===== src/rtl/stf_plateau_ctrl.sv =====
// STF plateau detection controller for the 16-sample delay-and-correlate front end.
// Optional gap tolerance inside a plateau is enabled by defining STF_PLATEAU_DROP_TOL_EN.
module stf_plateau_ctrl #(
  parameter int unsigned CORR_W       = 32,
  parameter int unsigned PWR_W        = 32,
  parameter int unsigned THRESH_NUM   = 3,
  parameter int unsigned THRESH_SHIFT = 2,
  parameter int unsigned WARMUP_LEN   = 16,
  parameter int unsigned PLATEAU_LEN  = 48,
  parameter int unsigned HOLDOFF_LEN  = 320
) (
  input  logic              clk_in,
  input  logic              rst_in,
  input  logic              enable_in,
  input  logic              sample_valid_in,
  input  logic [CORR_W-1:0] corr_mag_in,
  input  logic [PWR_W-1:0]  power_in,
  output logic              detect_out,
  output logic              busy_out,
  output logic [1:0]        state_out,
  output logic [7:0]        drops_out
);

  localparam logic [1:0] StWarmup  = 2'd0;
  localparam logic [1:0] StSearch  = 2'd1;
  localparam logic [1:0] StPlateau = 2'd2;
  localparam logic [1:0] StHoldoff = 2'd3;

  // Compare width wide enough that neither product nor shift can overflow.
  localparam int unsigned QW = (CORR_W + THRESH_SHIFT > PWR_W + 8) ?
                               (CORR_W + THRESH_SHIFT) : (PWR_W + 8);
  localparam int unsigned WW = (WARMUP_LEN  < 1) ? 1 : $clog2(WARMUP_LEN + 1);
  localparam int unsigned PW = (PLATEAU_LEN < 1) ? 1 : $clog2(PLATEAU_LEN + 1);
  localparam int unsigned HW = (HOLDOFF_LEN < 1) ? 1 : $clog2(HOLDOFF_LEN + 1);

  localparam logic [7:0] ThreshNum = THRESH_NUM[7:0];

  logic [QW-1:0] lhs, rhs;
  logic          qual;

  assign lhs  = QW'(corr_mag_in) << THRESH_SHIFT;
  assign rhs  = QW'(power_in) * QW'(ThreshNum);
  assign qual = (lhs >= rhs);

  logic [1:0]    state_q, state_d;
  logic [WW-1:0] warm_q, warm_d;
  logic [PW-1:0] plat_q, plat_d;
  logic [HW-1:0] hold_q, hold_d;
  logic          detect_q, detect_d;
  logic          busy_q, busy_d;
  logic          fire;

`ifdef STF_PLATEAU_DROP_TOL_EN
  logic [1:0]    gap_q, gap_d;
  logic [7:0]    drops_q, drops_d;
`endif

  always_comb begin
    state_d  = state_q;
    warm_d   = warm_q;
    plat_d   = plat_q;
    hold_d   = hold_q;
    detect_d = 1'b0;
    fire     = 1'b0;
`ifdef STF_PLATEAU_DROP_TOL_EN
    gap_d    = gap_q;
    drops_d  = drops_q;
`endif

    if (!enable_in) begin
      state_d = StWarmup;
      warm_d  = '0;
      plat_d  = '0;
      hold_d  = '0;
`ifdef STF_PLATEAU_DROP_TOL_EN
      gap_d   = '0;
`endif
    end else if (sample_valid_in) begin
      case (state_q)
        StWarmup: begin
          // The sample that completes warm-up is consumed, not evaluated.
          if (32'(warm_q) + 32'd1 >= WARMUP_LEN) begin
            state_d = StSearch;
            warm_d  = '0;
          end else begin
            warm_d = warm_q + WW'(1);
          end
        end
        StSearch: begin
          if (qual) begin
`ifdef STF_PLATEAU_DROP_TOL_EN
            gap_d = '0;
`endif
            if (PLATEAU_LEN <= 1) begin
              fire = 1'b1;
            end else begin
              plat_d  = PW'(1);
              state_d = StPlateau;
            end
          end
        end
        StPlateau: begin
          if (qual) begin
            if (32'(plat_q) + 32'd1 >= PLATEAU_LEN) begin
              fire = 1'b1;
            end else begin
              plat_d = plat_q + PW'(1);
            end
          end else begin
`ifdef STF_PLATEAU_DROP_TOL_EN
            // Up to two gaps are tolerated; the third abandons the plateau.
            if (gap_q >= 2'd2) begin
              state_d = StSearch;
              plat_d  = '0;
              gap_d   = '0;
            end else begin
              gap_d = gap_q + 2'd1;
            end
`else
            state_d = StSearch;
            plat_d  = '0;
`endif
          end
        end
        StHoldoff: begin
          if (32'(hold_q) + 32'd1 >= HOLDOFF_LEN) begin
            state_d = StSearch;
            hold_d  = '0;
          end else begin
            hold_d = hold_q + HW'(1);
          end
        end
        default: begin
          state_d = StWarmup;
        end
      endcase

      if (fire) begin
        detect_d = 1'b1;
        state_d  = StHoldoff;
        plat_d   = '0;
        hold_d   = '0;
`ifdef STF_PLATEAU_DROP_TOL_EN
        drops_d  = {6'd0, gap_q};
        gap_d    = '0;
`endif
      end
    end

    busy_d = (state_d == StPlateau) || (state_d == StHoldoff);
  end

  always_ff @(posedge clk_in) begin
    if (!rst_in) begin
      state_q  <= StWarmup;
      warm_q   <= '0;
      plat_q   <= '0;
      hold_q   <= '0;
      detect_q <= 1'b0;
      busy_q   <= 1'b0;
`ifdef STF_PLATEAU_DROP_TOL_EN
      gap_q    <= '0;
      drops_q  <= '0;
`endif
    end else begin
      state_q  <= state_d;
      warm_q   <= warm_d;
      plat_q   <= plat_d;
      hold_q   <= hold_d;
      detect_q <= detect_d;
      busy_q   <= busy_d;
`ifdef STF_PLATEAU_DROP_TOL_EN
      gap_q    <= gap_d;
      drops_q  <= drops_d;
`endif
    end
  end

  assign detect_out = detect_q;
  assign busy_out   = busy_q;
  assign state_out  = state_q;
`ifdef STF_PLATEAU_DROP_TOL_EN
  assign drops_out  = drops_q;
`else
  assign drops_out  = 8'd0;
`endif

endmodule


===== config.mk =====
export PLATFORM = sky130hd
export DESIGN_NAME = stf_plateau_ctrl
export DESIGN_NICKNAME = d
export VERILOG_FILES = /design/src/rtl/stf_plateau_ctrl.sv
export SDC_FILE = /design/constraint.sdc
export NUM_CORES = 1
export LEC_CHECK = 0
export BUFFER_PORTS_ARGS = -buffer_cell sky130_fd_sc_hd__buf_4
export CELL_PAD_IN_SITES_DETAIL_PLACEMENT = 1
export CELL_PAD_IN_SITES_GLOBAL_PLACEMENT = 1
export CORE_MARGIN = 2
export CORE_UTILIZATION = 37
export DETAILED_ROUTE_END_ITERATION = 8
export GPL_ROUTABILITY_DRIVEN = 0
export PLACE_DENSITY_LB_ADDON = 0.15
export SETUP_SLACK_MARGIN = 0.3
export SYNTH_ARGS = -nofsm -noshare
export SYNTH_HDL_FRONTEND = slang
export SYNTH_SLANG_ARGS = --single-unit

===== constraint.sdc =====
create_clock -name clk_in -period 4.8 [get_ports clk_in]
set_input_delay 0.96 -clock clk_in [delete_from_list [all_inputs] [get_ports clk_in]]
set_output_delay 0.96 -clock clk_in [all_outputs]
set_load 0.01 [all_outputs]

==> metrics list, run 1 <==
* Die area: 11100 um2
- TritonCTS built the clock tree.
- Post-layout minimum cycle time: 4640 ps
- Pin placement for this block handled 80 I/O pins.
- Number of unique standard cell types used by synthesis: 71
- Synth-to-layout area growth: 35.8%
- Before CTS, the worst setup slack after placement is -293 ps.
- Setup violations remaining at the end of the flow were counted as 0.
* Clock H-tree levels: 1
* Max Buffers Root-to-Sink: 2
- Number of antenna violations at the first check in global routing: 0
- Number of buffers inserted by port buffering: 71
- The first TritonRoute pass finished after 4 iterations.
* Wire length per cell after detailed routing: 15.6 um
* Die span in x: 105 um
* Count of mapped cells out of synthesis: 485
- Worst slew pin tran: 504 ps
* Final count of hold timing violations: 0
* Synthesized area: 3810 um2
- STA classifies the critical path endpoint as a flop.
* Detail Placement HPWL: 9.59 mm
- Slowest stage delay, CP: 370 ps
- Num rows: 37
- Post-synthesis area per instance: 7.85 um2
- In the routed layout, each cell is associated on average with a via count of 5.49.
- In this run, placement finished with an instance count of 739.
- The net count of the finished layout is 755.
- Largest net degree at the start of global routing: 17
- For this run, the top clock speed supported by timing is 215 MHz.
- Of all nets on the critical path, the largest fanout is 5.
* Reg2reg path depth: 9
- Final cell count without fillers: 748
- Walking the worst path, the cells encountered are buf_6 > and2_4 > fa_2 > a21oi_2 > o221ai_2 > o221ai_2 > o21ai_2 > o2bb2ai_4 > a31oi_4 > a21oi_2 > xor2_1 > ha_1 > a21o_1 > a21o_1 > a221oi_2 > o21ai_2 > or2_4 > o211ai_1 > buf_4 > o22ai_2 > a22o_1.
- Along the worst hold path, the cell count comes to 2.
- Worst vdd ir: 0.000127 V
- The final number of max-transition violations is 0.
* Share of the yosys chip area belonging to registers: 12.6%
- Overall routing resource usage: 21.1%
* Classification of the worst-slack hold path: flop to flop
- In the final layout, the share of cells above drive strength 1 is 31.5%.
- Among all stages on the critical path, the largest delay is contributed by fa_2.
* Y dimension of the die: 105 um
- Clock latency on the worst-skew pair, taken at its later pin, is 280 ps.
* LEAKAGE: 2.40 nW
- Vias in the first global route: 4414
* Worst EP required: 4970 ps
* Final setup skew: 6.54 ps
- Counting buffers and inverters, the worst setup path is 21 cells deep.
- After detailed routing, the number of remaining DRC violations is 0.
- For this block, the routed nets add up to 11.6 mm of wire.
- Setup repair after global routing could not meet its margin everywhere.
- Total overflow reported by the global router: 0
- In this run, synthesis inferred 0 flip-flops with an integrated enable.
* Post-detailed-route count of antenna-violating nets: 0
* Vias post-DR: 4110
- In this run, synthesis produced a sequential element count of 24.
- The clock net in this run drives a total of 24 sinks.
* CP Data Arrival Time: 4810 ps
- STA classifies the critical path startpoint as an input pin.
- For this configuration, the core starts out at a cell density of 37.6%.
- Power density normalized to cell area: 182 nW/um2
- Clock buffers created by TritonCTS: 3
- 0 antenna diodes ended up in the layout.
* Synth warn: 0
- Across the run, the number of max-cap violations was 0.
* First-iteration detailed-routing DRC count: 117
* Total of hold buffers inserted after clock tree synthesis: 0
- Worst rel slew slack: 66.1%
- In the synthesized netlist the async set-or-reset flop fraction comes to 0%.
- Cell class contributing the biggest share of worst-path delay: compound AO/OA/AOI/OAI gates
- Final period utilization: 96.7%
- After clock tree synthesis, the clock-pin slew on the worst setup and hold paths is 90 ps.
- Commonest register cell after synthesis: dfxtp_1
* Floorplan core area: 10100 um2
- Clock tree root driver cell: clkbuf_8
* First-pass GRT wire length: 20.0 mm
- Critical path buffer and inverter count: 2
- Critical path start-end classification: input pin to flop
- Final WS setup: 156 ps
* Result of the run: finished clean
==> synth_stat cells, drive strengths merged, types with 4 or more instances <==
cell type	number	area, um2
a21oi	54	270
o21bai	4	30.0
nand2	37	139
nor3	8	40.0
o211ai	5	37.5
or2	6	40.0
nand3	12	60.1
xor2	14	123
and3	10	73.8
a31oi	7	43.8
nor2b	6	37.5
a31o	6	52.6
a211oi	7	52.6
nand2b	5	31.3
nand4	14	103
buf	10	82.6
nor2	34	135
dfxtp	24	480
and2	5	32.5
o21ai	35	194
or3	4	25.0
a21o	24	183
ha	73	913
xnor2	16	140
inv	19	71.3
==> repair_timing <==
action	4_1_cts	5_1_grt
resized for setup	26	7
hold endpoints to repair	0	0
pin swaps	22	1
endpoints found under the setup margin	19	19
cloned	0	0
buffers inserted	3	2
==> layout make-up <==
class / instances / area [um2]
Fill cell: 1231 / 4970
Timing Repair Buffer: 130 / 1000
Clock inverter: 1 / 30.0
Clock buffer: 3 / 41.3
Multi-Input combinational cell: 435 / 3380
Sequential cell: 24 / 480
Tap cell: 136 / 170
Inverter: 19 / 71.3
==> routing by layer <==
| layer | vias up | global-route usage (%) | part of all wire (%) |
|---|---|---|---|
| li1 | 2064 | - | - |
| met1 | 1967 | 25.8 | 46 |
| met2 | 63 | 39.7 | 51 |
| met3 | 16 | 1.92 | 2.4 |
| met4 | 0 | 4.76 | 1.5 |
| met5 | - | 0 | 0 |
==> logic make-up after synthesis <==
family                   count (synthesis)  synth area share [%]
AO/OA/AOI/OAI                          170                  29.7
XOR/XNOR                                30                  6.90
buffers and inverters                   33                  4.60
AND/OR/NAND/NOR                        149                  20.5
multiplexers                             4                  1.08
flip-flops                              24                  12.6
adder cells (fa/ha/maj)                 74                  24.5
other                                    1                0.0985
==> cells in the final DEF, fill, tap and decap left out, types with 4 or more instances in the layout <==
cell type	count
inv_1	19
and3_1	7
a21oi_2	8
buf_4	127
a31o_2	6
a31oi_1	4
o21ai_0	27
nor3_1	7
nand2_1	37
a21o_1	22
nand3_1	12
conb_1	8
nor2b_1	6
dfxtp_1	24
a211oi_1	5
xnor2_1	16
o211ai_1	5
ha_1	70
xor2_1	14
nor2_1	32
a21oi_1	46
nand4_1	13
or3_1	4
o21bai_1	4
o21ai_1	4
nand2b_1	5
==> final timing paths <==
kind | start | end | slack, ps
setup / recovery | power_in[0] | plat_q[3] | 160
hold / removal | warm_q[1] | warm_q[1] | 510
setup reg to reg | hold_q[0] | state_out[1] | 2390
hold reg to reg | warm_q[1] | warm_q[1] | 510
==> sequential cells by signal (all words and copies together), names as in the netlist <==
register,count
detect_out,1
state_out,2
plat_q,6
busy_out,1
hold_q,9
warm_q,5
==> worst reg2reg max path, stage by stage (launching register included) <==
cell and delay, ps:
dfxtp_1 370, ha_1 250, and3_4 200, and3_4 200
or3_1 300, a32o_2 340, or2_1 260, a31oi_1 190
o211ai_1 120, o21ai_0 100
==> power breakdown <==
part           internal (mW)  switching [mW]
registers              0.200         0.00127
logic                  0.276           0.282
clock network          0.112          0.0714
total                  0.588           0.355
==> through the flow <==
step / instance area (um2) / power (mW) / hold WS [ps] / utilization (%) / TNS (ps)
floorplan: 3870 / 0.531 / 466 / - / 0
global placement: 4870 / 0.711 / 484 / 48.1 / -2200
detailed placement: 4870 / 0.732 / 503 / 48.1 / -3460
CTS: 5110 / 0.939 / 518 / 50.4 / 0
global route: 5170 / 1.02 / 555 / 51.0 / -238
finish: 5170 / 0.943 / 515 / 51.0 / 0
No activity file was read; power rests on OpenSTA's default activity.
==> run 2, diff against run 1 <==
--- a/config.mk
+++ b/config.mk
@@ -12,2 +12,3 @@
 export CORE_UTILIZATION = 37
+export CTS_CLUSTER_SIZE = 8
 export DETAILED_ROUTE_END_ITERATION = 8
==> constraint.sdc (replaced) <==
create_clock -name clk_in -period 4.8 [get_ports clk_in]
set_input_delay 0.48 -clock clk_in [delete_from_list [all_inputs] [get_ports clk_in]]
set_output_delay 0.48 -clock clk_in [all_outputs]
set_load 0.01 [all_outputs]
==> metrics list, run 2 (synthesis gave the netlist of run 1 again) <==
* Setup repair after global routing missed its margin: yes
- The horizontal extent of the die was 105 um (unchanged).
* Final count of hold timing violations: 0 (unchanged)
- Total Wirelength: 10.8 mm (-7.1%)
* Total overflow reported by the global router: 0 (unchanged)
* Placed cell count: 696 (-5.8%)
- The number of buffers inserted during clock tree synthesis is 3 (unchanged).
* Wire length per cell after detailed routing: 15.4 um (-1.2%)
- Startpoint of the lowest-slack register-to-register path: hold_q[0]
* Largest net degree at the start of global routing: 17 (unchanged)
- Clock H-tree levels: 1 (unchanged)
* Setup Viol. Count Final: 0 (unchanged)
* Num rows: 37 (unchanged)
- Nature of the critical path startpoint: input pin
- Number of buffers inserted by port buffering: 71 (unchanged)
- The register area is 480 um2 (unchanged).
- The clock latency on the worst-skew pair came to 280 ps (about the same).
- Reg2Reg Capture Point: busy_out
- Initial DRT Pass Iterations: 4 (unchanged)
* LEAKAGE: 2.17 nW (-9.4%)
- The fill cell total of the finished layout is 1240 (+0.73%).
- Leading cell types in the layout, fill and taps excluded: buf_4 (85), ha_1 (73), a21oi_1 (50)
- The remaining antenna violation count after routing came to 0 (unchanged).
- Critical path start-end classification: input pin to flop
- Largest fanout of any net on the critical path: 5 (unchanged)
- The core box area came to 10100 um2 (unchanged).
- Number of inserted diodes: 0 (unchanged)
- Worst EP required: 4970 ps (about the same)
* Synth-to-layout area growth: 24.2%
* Initial cell density of the core: 37.6% (unchanged)
- Final setup skew: 8.83 ps (+2.29 ps)
- The highest clock rate is 232 MHz (+7.9%).
- The library cell used most frequently in the layout, excluding fill and tap cells, is buf_4.
- The die extent in y was 105 um (unchanged).
- The number of max-cap violations is 0 (unchanged).
- Proportion of layout cells with a drive suffix above 1: 23.9% (-7.6 points)
- The number of primary I/O pins is 80 (unchanged).
* Max reg flops: 9 (unchanged)
- The register clock-pin slew on the reported worst setup and hold paths was 90 ps (about the same).
- The via count was 3917 (-4.7%).
- The largest stage delay on the critical path is 360 ps (about the same).
- In this run the worst setup path terminates at plat_q[1].
* Clock tree root driver cell: clkbuf_8
- The slowest stage of the critical path belongs to the cell fa_2.
- The number of nets in the finished design is 711 (-5.8%).
- Combined area of the multi-input logic cells: 3280 um2 (-2.9%)
- The final standard cell utilization of the core came to 46.6% (-4.3 points).
* DRC viols: 0 (unchanged)
- The cts-stage hold buffer count was 0 (unchanged).
- The setup slack of the most critical reg-to-reg path was 2390 ps (about the same).
* Vias in the first global route: 4093 (-7.3%)
* Reg2reg path depth: 9 (unchanged)
- The power density over the cells came to 183 nW/um2 (+0.20%).
- Clock sink count: 24 (unchanged)
* Die area: 11100 um2 (unchanged)
- CTS tree: built
* Worst rel slew slack: 66.8% (+0.67 points)
* Largest registers: hold_q x9, plat_q x6, warm_q x5
* Critical Path End Type: flop
- The sum of negative setup slack is 0 ps (unchanged).
* Worst vdd ir: 0.0000863 V (-32%)
* Max Buffers Root-to-Sink: 2 (unchanged)
- The count of routing violations after the opening detailed-route iteration was 139 (+19%).
- Detail Placement HPWL: 9.01 mm (-6.0%)
- The part of the cycle the worst path needs was 89.7% (-7.1 points).
- hold_q holds more flip-flops than any other register.
* Overall routing resource usage: 19.5% (-1.6 points)
* Critical Path, Cell by Cell: buf_4 > and2_1 > fa_2 > a21oi_2 > o221ai_2 > o221ai_2 > o21ai_2 > o2bb2ai_4 > a31oi_4 > a21oi_2 > xor2_1 > ha_1 > a21o_1 > a21o_1 > a221oi_2 > o21ai_2 > or2_4 > o211ai_1 > buf_4 > nor2_1 > a32o_1
- Post-layout minimum cycle time: 4300 ps (-339 ps)
* Worst slew pin tran: 485 ps (-18.7 ps)
* Result of the run: finished clean
- The data arrival time of the critical path was 4470 ps (-340 ps).
* Number of max-slew violations in the final report: 0 (unchanged)
- The most critical setup path has its startpoint at power_in[1].
* Classification of the worst-slack hold path: flop to flop
* Number of vias per cell after detailed routing: 5.56 (+1.3%)
- The final instance count without filler cells came to 704 (-5.9%).
* Number of antenna violations at the first check in global routing: 0 (unchanged)
* First-pass GRT wire length: 18.4 mm (-7.9%)
## run 2: metrics by stage
step	worst slack [ps]	instance area (um2)	hold WS [ps]	power, mW
after floorplan	494	3830	466	0.526
after global placement	50.7	4530	485	0.647
after detailed placement	-79.6	4530	496	0.666
after CTS	334	4620	510	0.857
after global routing	280	4730	539	0.939
final	495	4730	514	0.864
## run 2: cell type report
cell class	count	area share, %
Multi-Input combinational cell	435	69.3
Timing Repair Buffer	86	13.9
Sequential cell	24	10.2
Tap cell	136	3.60
Inverter	19	1.51
Clock buffer	3	0.873
Clock inverter	1	0.635
## run 2: critical path: cells and delay by family
kind / cells / cell delay (ps)
AO/OA/AOI/OAI: 13 / 2330
buffers and inverters: 2 / 310
XOR/XNOR: 1 / 150
AND/OR/NAND/NOR: 3 / 500
adder cells (fa/ha/maj): 2 / 660
## run 2: power by group
part           switching, mW  internal (mW)  leakage (nW)  total, mW
Clock                 0.0694          0.112        0.0357      0.181
Combinational          0.257          0.225          1.94      0.482
Sequential           0.00134          0.200         0.193      0.201
Total                  0.327          0.537          2.17      0.864
## run 2: repair_timing
| action | in CTS | in global routing |
|---|---|---|
| endpoints found under the setup margin | 12 | 17 |
| pin swaps | 2 | 7 |
| resized for setup | 3 | 16 |
| hold endpoints to repair | 0 | 0 |
| gates cloned | 0 | 0 |
| setup buffers | 2 | 2 |
## run 2: routing by layer
layer | global-route usage (%) | routed length [um]
met3 | 1.55 | 253
met4 | 3.62 | 74
met1 | 24.0 | 4950
met2 | 37.0 | 5550
met5 | 0 | 0
## run 2: how the worst min path moves through the flow
stage                    from        end  slack (ps)  cells past startpoint
floorplan           warm_q[1]  warm_q[1]         470                      2
global placement    warm_q[1]  warm_q[1]         490                      2
detailed placement  warm_q[1]  warm_q[1]         500                      2
CTS                 warm_q[1]  warm_q[1]         510                      2
global route        warm_q[1]  warm_q[1]         540                      2
finish              warm_q[1]  warm_q[1]         510                      2
==> run 3, diff against run 2 <==
Settings changed: CORE_UTILIZATION 37 to 41.
Clock period 4.8 ns to 4.02 ns, I/O delays scaled along.
==> metrics list, run 3 (synthesis gave the netlist of run 1 again) <==
* Most frequent standard cell in the layout excluding fill and tap cells: buf_4
- The final number of max-transition violations came to 0 (unchanged).
* CP Data Arrival Time: 4340 ps (-130 ps)
* First-pass GRT wire length: 21.1 mm (+15%)
- Power density normalized to cell area: 221 nW/um2 (+21%)
- The routed wire length was 13.0 mm (+20%).
- The post-route worst hold slack is 482 ps (-31.3 ps).
- The die extent in y was 100 um (-4.8%).
* Total of hold buffers inserted after clock tree synthesis: 0 (unchanged)
* Comb power frac: 61.5% (+5.7 points)
* Sequential share of power: 20.1% (-3.2 points)
- Worst rel slew slack: 58.9% (-7.9 points)
* Number of antenna violations at the first check in global routing: 0 (unchanged)
- Number of buffers inserted by port buffering: 71 (unchanged)
- Clock-pin slew of the registers on the worst-case setup and hold paths: 100 ps (about the same)
* Number of inserted diodes: 0 (unchanged)
- Classification of the worst-slack hold path: input pin to flop
- Clock network fraction of total power: 18.4% (-2.6 points)
- Result of the run: finished, violations left
- The top cell types in the final layout, fill and taps aside, are buf_4 (145), ha_1 (71), a21oi_1 (45).
* Reg2reg path depth: 9 (unchanged)
* Vias post-DR: 4296 (+9.7%)
- The final critical path takes up 102% of the cycle.
- The largest registers in the layout are hold_q x9, plat_q x6, warm_q x5.
- FMAX: 243 MHz
* Max Buffers Root-to-Sink: 2 (unchanged)
* Total overflow reported by the global router: 0 (unchanged)
- Setup repair after global routing missed its margin: yes
- Max-cap check violation count: 0 (unchanged)
- The fraction of power spent switching nets is 38.2% (+0.28 points).
- Max reg flops: 9 (unchanged)
- The remaining antenna violation count after routing is 0 (unchanged).
* Detail Placement HPWL: 10.3 mm (+14%)
* Final cell count without fillers: 744 (+5.7%)
- Number of vias per cell after detailed routing: 5.77 (+3.8%)
- The area growth from synthesis to layout is 41.7%.
- First-iteration detailed-routing DRC count: 110 (-21%)
- Internal portion of total power: 0.737 mW (+37%)
- Startpoint of the lowest-slack register-to-register path: hold_q[0]
* Reg2Reg Capture Point: busy_out
* Utilization after layout: 59.2% (+13 points)
* Setup Viol. Count Final: 12 (+12)
- Ranked by flip-flop count, first place goes to hold_q.
- LEAKAGE: 2.52 nW (+16%)
* Critical path start-end classification: input pin to flop
* CTS tree: built
- Source-to-sink clock delay at the later pin of the worst-skew pair: 280 ps (about the same)
- The via count of the first global-routing pass came to 4547 (+11%).
- Largest net degree at the start of global routing: 17 (unchanged)
* Die area: 10100 um2 (-9.4%)
- Worst slew pin tran: 617 ps (+132 ps)
- Setup slack of the most critical reg-to-reg path: 1570 ps (-820 ps)
- Worst-case setup slack after placement: -600 ps (-521 ps)
- The floorplan row count was 35 (-5.4%).
- Timing startpoint of the critical path: power_in[0]
- Nature of the critical path startpoint: input pin
- Critical Path End Type: flop
- The maximum net fanout on the critical path came to 5 (unchanged).
- Final WS setup: -91.8 ps (-587 ps)
* Clock buffers created by TritonCTS: 3 (unchanged)
* Number of nets in the finished design: 776 (+9.1%)
- Post-route cell area: 5400 um2 (+14%)
- Post-layout minimum cycle time: 4110 ps
* Final count of hold timing violations: 0 (unchanged)
- Clock sink count: 24 (unchanged)
- Initial DRT Pass Iterations: 4 (unchanged)
* Initial cell density of the core: 41.8% (+4.2 points)
* Wire length per cell after detailed routing: 17.5 um (+14%)
- DRC viols: 0 (unchanged)
* Post-placement cell area: 4960 um2 (+9.6%)
- Floorplan core area: 9110 um2 (-10%)
- Total net switching power: 0.455 mW (+39%)
* Clock tree root driver cell: clkbuf_8
- Die span in x: 100 um (-4.8%)
- Placed cell count: 730 (+4.9%)
* Proportion of layout cells with a drive suffix above 1: 35.5% (+12 points)
- The checks that failed: setup timing.
- Crit path capture: hold_q[1]
* Final setup skew: 10.7 ps (+1.91 ps)
- The H-tree depth came to 1 (unchanged).
- The sum of negative setup slack came to -744 ps (-744 ps).
- The maximum vdd ir drop was 0.000120 V (+39%).
* Overall routing resource usage: 25.4% (+5.9 points)
* Total chip power: 1.19 mW (+38%)
- Worst EP required: 4250 ps (-720 ps)
* Number of I/O pins: 80 (unchanged)
[run 3: changes by cell type in the layout (fill, tap and decap cells not counted), sizes merged]
cell / delta
buf: +64
o2111ai: +1
[run 3: power by group through the flow]
stage	Sequential (mW)	Clock (mW)	Combinational [mW]
after CTS	0.240	0.221	0.689
after detailed placement	0.246	0	0.649
after floorplan	0.246	0	0.388
after global routing	0.240	0.232	0.811
after global placement	0.246	0	0.619
final	0.240	0.219	0.733
[run 3: area by class of cell]
type,count,area (um2)
Sequential cell,24,480
Clock inverter,1,30.0
Clock buffer,3,41.3
Timing Repair Buffer,150,1150
Tap cell,111,139
Multi-Input combinational cell,436,3480
Inverter,19,71.3
Fill cell,1123,3710
[run 3: worst max-delay path: stages]
cell,delay [ps]
buf_6,90
and2_4,140
fa_2,360
a21oi_4,170
o221ai_4,150
o221ai_2,270
o21ai_2,130
o2bb2ai_4,170
a31oi_4,170
nor2b_4,170
xor2_1,200
ha_1,270
nand4_1,150
nor2_1,70
a221oi_2,270
o21ai_2,110
or2_4,300
o2111ai_4,330
and3_4,240
a22o_1,150
[run 3: per-layer routing]
| metal | share of wire, % | track usage [%] |
|---|---|---|
| met2 | 54 | 49.9 |
| met4 | 1.9 | 6.22 |
| met5 | 0 | 0 |
| met3 | 2.6 | 1.95 |
| met1 | 41 | 29.5 |
[run 3: worst min path at each step]
stage	from	end	slack (ps)	cells after the start
after detailed placement	warm_q[1]	warm_q[1]	500	2
final	sample_valid_in	warm_q[1]	480	3
after CTS	sample_valid_in	warm_q[1]	490	3
after global placement	warm_q[1]	warm_q[1]	480	2
after global routing	sample_valid_in	warm_q[1]	490	3
after floorplan	warm_q[1]	warm_q[1]	470	2
[run 3: timing repair]
| item | 4_1_cts | 5_1_grt |
|---|---|---|
| pin swaps | 31 | 25 |
| gates resized for setup | 24 | 37 |
| gates cloned | 1 | 0 |
| setup buffers | 3 | 6 |
| hold endpoints to repair | 0 | 0 |
| setup endpoints to repair | 19 | 19 |
